**config.mk**
```make
export PLATFORM = sky130hd
export DESIGN_NAME = turfio_bank_init_seq
export DESIGN_NICKNAME = d
export VERILOG_FILES = /design/src/rtl/turfio_bank_init_seq.sv
export SDC_FILE = /design/constraint.sdc
export NUM_CORES = 1
export LEC_CHECK = 0
export CORE_AREA = 2 2 84 86
export DETAILED_ROUTE_END_ITERATION = 16
export DIE_AREA = 0 0 86 88
export PLACE_DENSITY = 0.58
export SLEW_MARGIN = 20
export SYNTH_ARGS = -nofsm -noshare
export SYNTH_HDL_FRONTEND = slang
export SYNTH_SLANG_ARGS = --single-unit
export TNS_END_PERCENT = 50
```
**constraint.sdc**
```tcl
create_clock -name clk_i -period 3.2 [get_ports clk_i]
set_input_delay 0.32 -clock clk_i [delete_from_list [all_inputs] [get_ports clk_i]]
set_output_delay 0.32 -clock clk_i [all_outputs]
set_load 0.005 [all_outputs]
```
**src/rtl/turfio_bank_init_seq.sv**
```systemverilog
// Bring-up sequencer for the TURFIO MMCM, IDELAYCTRL and IDELAY/ISERDES resets
// in banks 67 and 68, with timeout retries and lock-loss monitoring once up.
module turfio_bank_init_seq #(
  parameter int unsigned RST_CYCLES   = 16,
  parameter int unsigned LOCK_TIMEOUT = 65536,
  parameter int unsigned RDY_TIMEOUT  = 4096,
  parameter int unsigned MAX_RETRY    = 3,
  parameter bit          AUTO_RESTART = 1'b1
) (
  input  logic       clk_i,
  input  logic       rst_n_i,
  input  logic       start_i,
  input  logic [1:0] bank_mask_i,
  input  logic [1:0] mmcm_locked_i,
  input  logic [1:0] idelayctrl_rdy_i,
  output logic [1:0] mmcm_rst_o,
  output logic [1:0] idelayctrl_rst_o,
  output logic [1:0] bank_rst_o,
  output logic       busy_o,
  output logic       done_o,
  output logic       fail_o,
  output logic [1:0] fail_code_o,
  output logic [3:0] retry_cnt_o,
  output logic       lock_lost_o
);

  localparam int unsigned TMO_MAX = (LOCK_TIMEOUT > RDY_TIMEOUT) ? LOCK_TIMEOUT : RDY_TIMEOUT;
  localparam int unsigned CNT_MAX = (TMO_MAX > RST_CYCLES) ? TMO_MAX : RST_CYCLES;
  localparam int          CW      = $clog2(CNT_MAX + 1);

  localparam logic [CW-1:0] RST_LAST  = CW'(RST_CYCLES - 1);
  localparam logic [CW-1:0] LOCK_LAST = CW'(LOCK_TIMEOUT - 1);
  localparam logic [CW-1:0] RDY_LAST  = CW'(RDY_TIMEOUT - 1);
  localparam logic [3:0]    RETRY_LIM = 4'(MAX_RETRY);

  localparam logic [1:0] CODE_NONE = 2'd0;
  localparam logic [1:0] CODE_LOCK = 2'd1;
  localparam logic [1:0] CODE_RDY  = 2'd2;

  typedef enum logic [2:0] {
    S_IDLE,
    S_MMCM_RST,
    S_WAIT_LOCK,
    S_IDC_RST,
    S_WAIT_RDY,
    S_BANK_REL,
    S_DONE,
    S_FAIL
  } state_t;

  state_t        state_q, state_d;
  logic [CW-1:0] cnt_q, cnt_d;
  logic [1:0]    mask_q, mask_d;
  logic [3:0]    retry_q, retry_d;
  logic [1:0]    fail_code_q, fail_code_d;
  logic          lock_lost_q, lock_lost_d;

  // Two-flop synchronisers for the asynchronous status inputs.
  logic [1:0] lock_s1_q, lock_s2_q;
  logic [1:0] rdy_s1_q, rdy_s2_q;

  logic [1:0] mmcm_rst_q, mmcm_rst_d;
  logic [1:0] idc_rst_q, idc_rst_d;
  logic [1:0] bank_rst_q, bank_rst_d;
  logic       busy_q, busy_d;
  logic       done_q, done_d;
  logic       fail_q, fail_d;
  logic [1:0] code_out_q, code_out_d;
  logic [3:0] retry_out_q, retry_out_d;
  logic       lost_out_q, lost_out_d;

  logic       start_ok;
  logic       locked_all;
  logic       rdy_all;
  logic       timed_state;
  logic       to_req;
  logic [1:0] to_code;

  assign start_ok    = start_i && (bank_mask_i != 2'b00);
  assign locked_all  = ((lock_s2_q & mask_q) == mask_q);
  assign rdy_all     = ((rdy_s2_q & mask_q) == mask_q);
  assign timed_state = (state_q inside {S_MMCM_RST, S_WAIT_LOCK, S_IDC_RST, S_WAIT_RDY, S_BANK_REL});

  always_comb begin
    state_d     = state_q;
    mask_d      = mask_q;
    retry_d     = retry_q;
    fail_code_d = fail_code_q;
    lock_lost_d = lock_lost_q;
    to_req      = 1'b0;
    to_code     = CODE_NONE;

    case (state_q)
      S_IDLE, S_FAIL: begin
        if (start_ok) state_d = S_MMCM_RST;
      end
      S_MMCM_RST: begin
        if (cnt_q == RST_LAST) state_d = S_WAIT_LOCK;
      end
      S_WAIT_LOCK: begin
        if (locked_all) begin
          state_d = S_IDC_RST;
        end else if (cnt_q == LOCK_LAST) begin
          to_req  = 1'b1;
          to_code = CODE_LOCK;
        end
      end
      S_IDC_RST: begin
        if (cnt_q == RST_LAST) state_d = S_WAIT_RDY;
      end
      S_WAIT_RDY: begin
        // A lock dropping while waiting for ready invalidates the attempt.
        if (!locked_all) begin
          to_req  = 1'b1;
          to_code = CODE_LOCK;
        end else if (rdy_all) begin
          state_d = S_BANK_REL;
        end else if (cnt_q == RDY_LAST) begin
          to_req  = 1'b1;
          to_code = CODE_RDY;
        end
      end
      S_BANK_REL: begin
        if (cnt_q == RST_LAST) state_d = S_DONE;
      end
      S_DONE: begin
        if (start_ok) begin
          state_d = S_MMCM_RST;
        end else if (!locked_all) begin
          lock_lost_d = 1'b1;
          if (AUTO_RESTART) begin
            state_d = S_MMCM_RST;
            retry_d = 4'd0;
          end
        end
      end
      default: state_d = S_IDLE;
    endcase

    if (start_ok && (state_q inside {S_IDLE, S_DONE, S_FAIL})) begin
      mask_d      = bank_mask_i;
      retry_d     = 4'd0;
      fail_code_d = CODE_NONE;
      lock_lost_d = 1'b0;
    end

    if (to_req) begin
      if (retry_q < RETRY_LIM) begin
        retry_d = retry_q + 4'd1;
        state_d = S_MMCM_RST;
      end else begin
        state_d     = S_FAIL;
        fail_code_d = to_code;
      end
    end

    if ((state_d != state_q) || !timed_state) begin
      cnt_d = '0;
    end else begin
      cnt_d = cnt_q + 1'b1;
    end
  end

  // Outputs are a registered image of the current state, one cycle behind it.
  always_comb begin
    busy_d      = timed_state;
    done_d      = (state_q == S_DONE);
    fail_d      = (state_q == S_FAIL);
    mmcm_rst_d  = (state_q == S_MMCM_RST) ? mask_q : 2'b00;
    idc_rst_d   = (state_q inside {S_MMCM_RST, S_WAIT_LOCK, S_IDC_RST}) ? mask_q : 2'b00;
    bank_rst_d  = timed_state ? mask_q : 2'b00;
    code_out_d  = fail_code_q;
    retry_out_d = retry_q;
    lost_out_d  = lock_lost_q;
  end

  always_ff @(posedge clk_i or negedge rst_n_i) begin
    if (!rst_n_i) begin
      state_q     <= S_IDLE;
      cnt_q       <= '0;
      mask_q      <= 2'b00;
      retry_q     <= 4'd0;
      fail_code_q <= CODE_NONE;
      lock_lost_q <= 1'b0;
      lock_s1_q   <= 2'b00;
      lock_s2_q   <= 2'b00;
      rdy_s1_q    <= 2'b00;
      rdy_s2_q    <= 2'b00;
      mmcm_rst_q  <= 2'b00;
      idc_rst_q   <= 2'b00;
      bank_rst_q  <= 2'b00;
      busy_q      <= 1'b0;
      done_q      <= 1'b0;
      fail_q      <= 1'b0;
      code_out_q  <= 2'b00;
      retry_out_q <= 4'd0;
      lost_out_q  <= 1'b0;
    end else begin
      state_q     <= state_d;
      cnt_q       <= cnt_d;
      mask_q      <= mask_d;
      retry_q     <= retry_d;
      fail_code_q <= fail_code_d;
      lock_lost_q <= lock_lost_d;
      lock_s1_q   <= mmcm_locked_i;
      lock_s2_q   <= lock_s1_q;
      rdy_s1_q    <= idelayctrl_rdy_i;
      rdy_s2_q    <= rdy_s1_q;
      mmcm_rst_q  <= mmcm_rst_d;
      idc_rst_q   <= idc_rst_d;
      bank_rst_q  <= bank_rst_d;
      busy_q      <= busy_d;
      done_q      <= done_d;
      fail_q      <= fail_d;
      code_out_q  <= code_out_d;
      retry_out_q <= retry_out_d;
      lost_out_q  <= lost_out_d;
    end
  end

  assign mmcm_rst_o       = mmcm_rst_q;
  assign idelayctrl_rst_o = idc_rst_q;
  assign bank_rst_o       = bank_rst_q;
  assign busy_o           = busy_q;
  assign done_o           = done_q;
  assign fail_o           = fail_q;
  assign fail_code_o      = code_out_q;
  assign retry_cnt_o      = retry_out_q;
  assign lock_lost_o      = lost_out_q;

endmodule
```
==> metrics.md, run 1 <==
| Metric | Value |
|---|---|
| Crit path DAT | between 3000 and 4000 ps |
| DR iter-0 viols | 134 |
| Grt ovf | 0 |
| F_max | 349 MHz |
| Syn Nets | approximately 220 |
| DRC viols | 0 |
| Clk_lat worst skew | ~300 ps |
| Final WL | ~4.0 mm |
| CTS max path bufs | 2 |
| Worst slew margin relative to its limit | 0.413 |
| Die height | 88 um |
| Xor/xnor share of the synthesized area | 0.0542 |
| Row count | 30 |
| Post-synthesis adder-cell area fraction | 0.0166 |
| Total number of vias | around 1,500 |
| FF/Latch Area | 1330 sq um |
| Switch share | 0.334 |
| Footprint of the multi-input gates | 881 sq um |
| Largest family of logic cells by synthesized area | simple AND/OR/NAND/NOR gates |
| # diodes | 0 |
| CTS H-Tree Depth | 2 |
| Most common cell after layout, fill and taps aside | dfrtp_1 |
| Fillers | 666 |
| GRT busiest layer | met2 |
| Combinational power share | 0.296 |
| Avg WL per Cell | around 13 um |
| RSZ-0062 raised after global routing | no |
| Fin crit share | 0.897 |
| Clock sink count | 53 |
| #FFs+latches synth | 53 |
| Outcome | finished clean |
| Final Net Count | about 250 |
| Root Driver | clkbuf_8 |
| Complex-gate fraction of the synthesized area | 0.102 |
| Worst Path Buf+Inv | 1 |
| Gp weighted congestion | ~0.8 |
| Worst vdd ir | 0.000242 V |
| CP required | 3380 ps |
| Ys async rst share | 1.00 |
| Worst min path class | in -> async |
| Mapped Avg Cell Area | between 10 and 15 sq um |
| Post-route ant nets | 0 |
| Cell at the slowest stage of the critical path | a221oi_1 |
| Share of cells above drive strength 1 | 0.0812 |
| Mapped Cells | 204 |
| Pre-antenna DRT Iters | 4 |
| Port Buf Inserts | 24 |
| # hold bufs at CTS | 0 |
| Sequential-to-total area share from yosys stat | 0.586 |
| PostCTS Resize Cnt | 0 |
| Most frequent cells in the layout | 53 x dfrtp_1, 30 x nor2_1, 23 x clkdlybuf4s50_1 |
| Die extent in x | around 86 um |
| PD cells | ~670 nW/um^2 |
| Post-synth EDFFs | 0 |
| Layout Area Growth over Synthesis | 18.1% |
| Yosys warns | 0 |
| Reg power frac | 0.508 |
| Predominant post-synthesis flop cell | dfrtp_1 |
| Initial antenna violation count | 0 |
| CTS Buf Count | 5 |
| Pin count of the biggest net entering global routing | 43 |
| Slew Viols, Final | 0 |
| Kind of critical path | reg -> reg |
| Simple-gate area share of the yosys netlist | 0.202 |
| Crit end category | register |
| Critical Path Most Common Cell | ha_1 |
| Critical path peak fanout | 17 |
| Worst-margin pin slew | 881 ps |
| GR Util All Layers | 0.117 |
| M3 GR Usage | 0.0349 |
| Final setup viols | 0 |
| Post-synthesis cell type count | 44 |
| Number of global-route vias before repair | 1,456 |
| Max-cap violations | 0 |
| I/O Pins | 25 |
| Met2 global-route usage | 0.174 |
| Final Hold Vio Count | 0 |
| Multiplexer area fraction after synthesis | 0.0144 |
| Final min period | 2870 ps |
| Core footprint | 6640 sq um |
| CTS clk-pin slew, worst paths | 90 ps |
| Largest delay share family, worst path | compound AO/OA/AOI/OAI gates |
| Die area | 7570 sq um |
| P_int | around 1.2 mW |
| Clk network pwr share | 0.196 |
| Initial Util | 0.341 |
| Switching power | between 500 and 600 uW |
| Postcts setup bufs | 0 |
| Clock Skew | roughly 7.0 ps |
| Synth Cell Area | 2260 sq um |
| Leak pwr | 1.21 nW |
| M1 GR Usage | 0.166 |
| Crit-path cells | ha_1 -> nand4_1 -> nor3_4 -> and3_1 -> ha_1 -> nand3b_1 -> a221oi_1 -> a41oi_4 -> o211ai_1 -> a221o_1 -> buf_4 -> nor2_1 |
| Type of origin of the critical path | register |
| Final Core Density | 0.402 |
| Vias/cell | between 4 and 5 |
| Max incr delay on CP | roughly 490 ps |
| CTS tree | done |
| Total negative slack | 0 ps |
| Placed wire-length estimate | 2.92 mm |
| First-pass GRT wire length | slightly below 7 mm |
-- per-layer routing --
layer / share of wire / up-vias
li1: - / 769
met1: 0.50 / 730
met2: 0.44 / 32
met3: 0.046 / 6
met4: 0.012 / 0
met5: 0 / -
-- worst paths after layout --
check                             start              to  slack [ps]  cells after the start
max                            cnt_q[0]        cnt_q[7]         330                     12
min in group clk_i         lock_s1_q[1]    lock_s2_q[1]         350                      0
max reg2reg                    cnt_q[0]        cnt_q[7]         330                     12
max in group asynchronous       rst_n_i       cnt_q[14]        2370                      2
min reg2reg                lock_s1_q[1]    lock_s2_q[1]         350                      0
min                             rst_n_i  retry_cnt_o[3]         130                      1
-- logic make-up after synthesis --
kind of cell	count (synthesis)
DFF	53
xor gates and xnor gates	14
muxes	3
adders and majority gates	3
and+or+nand+nor	89
buffers and inverters	12
AOI/OAI and AO/OA	30
-- stage by stage --
step                      hold WS, ps  cell area, sq um  power [mW]  setup WS, ps  instances
after floorplan                  24.4              2260        1.26           461        204
after global placement            335              2590        1.45           429        306
after global routing              211              2670        1.92           102        314
after detailed placement          335              2590        1.45           377        306
after CTS                         162              2670        1.82           338        314
final                             132              2670        1.79           331        314
-- state kept, by name, indices dropped and copies added, names as in the netlist --
name              flops
lock_lost_o           1
retry_cnt_o           4
rdy_s2_q              2
state_q               3
fail_o                1
bank_rst_o            2
idelayctrl_rst_o      2
mask_q                2
busy_o                1
retry_out_d           4
code_out_d            2
cnt_q                17
done_o                1
rdy_s1_q              2
lock_lost_q           1
lock_s1_q             2
mmcm_rst_o            2
lock_s2_q             2
fail_code_o           2
-- synthesized netlist by cell type, drive strengths merged, types with 4 or more instances --
library cell  number  area, sq um
dfrtp             53         1330
nor2              32          135
nand2             15         56.3
nand3             11         55.1
o21ai              8         40.0
and3               7         43.8
inv                7         26.3
nor3               7         51.3
xnor2              7         61.3
xor2               7         61.3
and2               5         31.3
nand2b             4         25.0
-- power by group through the flow --
stage          Combinational, mW  Clock (mW)  Sequential, mW
5_1_grt                    0.593       0.400           0.928
6_report                   0.530       0.350           0.909
3_3_place_gp               0.530           0           0.920
2_1_floorplan              0.381           0           0.875
4_1_cts                    0.534       0.376           0.908
3_5_place_dp               0.532           0           0.922
-- cell type report --
class / count / area share
Sequential cell: 53 / 0.496
Multi-Input combinational cell: 139 / 0.329
Timing Repair Buffer: 27 / 0.0964
Tap cell: 80 / 0.0374
Clock buffer: 6 / 0.0271
Inverter: 7 / 0.00983
Clock inverter: 2 / 0.00374
(Power assumes the default switching activity.)
==> run 2: changes to the inputs <==
--- a/config.mk
+++ b/config.mk
@@ -5,7 +5,9 @@
 export SDC_FILE = /design/constraint.sdc
 export NUM_CORES = 1
 export LEC_CHECK = 0
+export CAP_MARGIN = 25
 export CORE_AREA = 2 2 84 86
+export CTS_CLUSTER_SIZE = 40
 export DETAILED_ROUTE_END_ITERATION = 16
 export DIE_AREA = 0 0 86 88
 export PLACE_DENSITY = 0.58
==> results of run 2 <==
Final layout, timing and power as in run 1 (identical DEF).
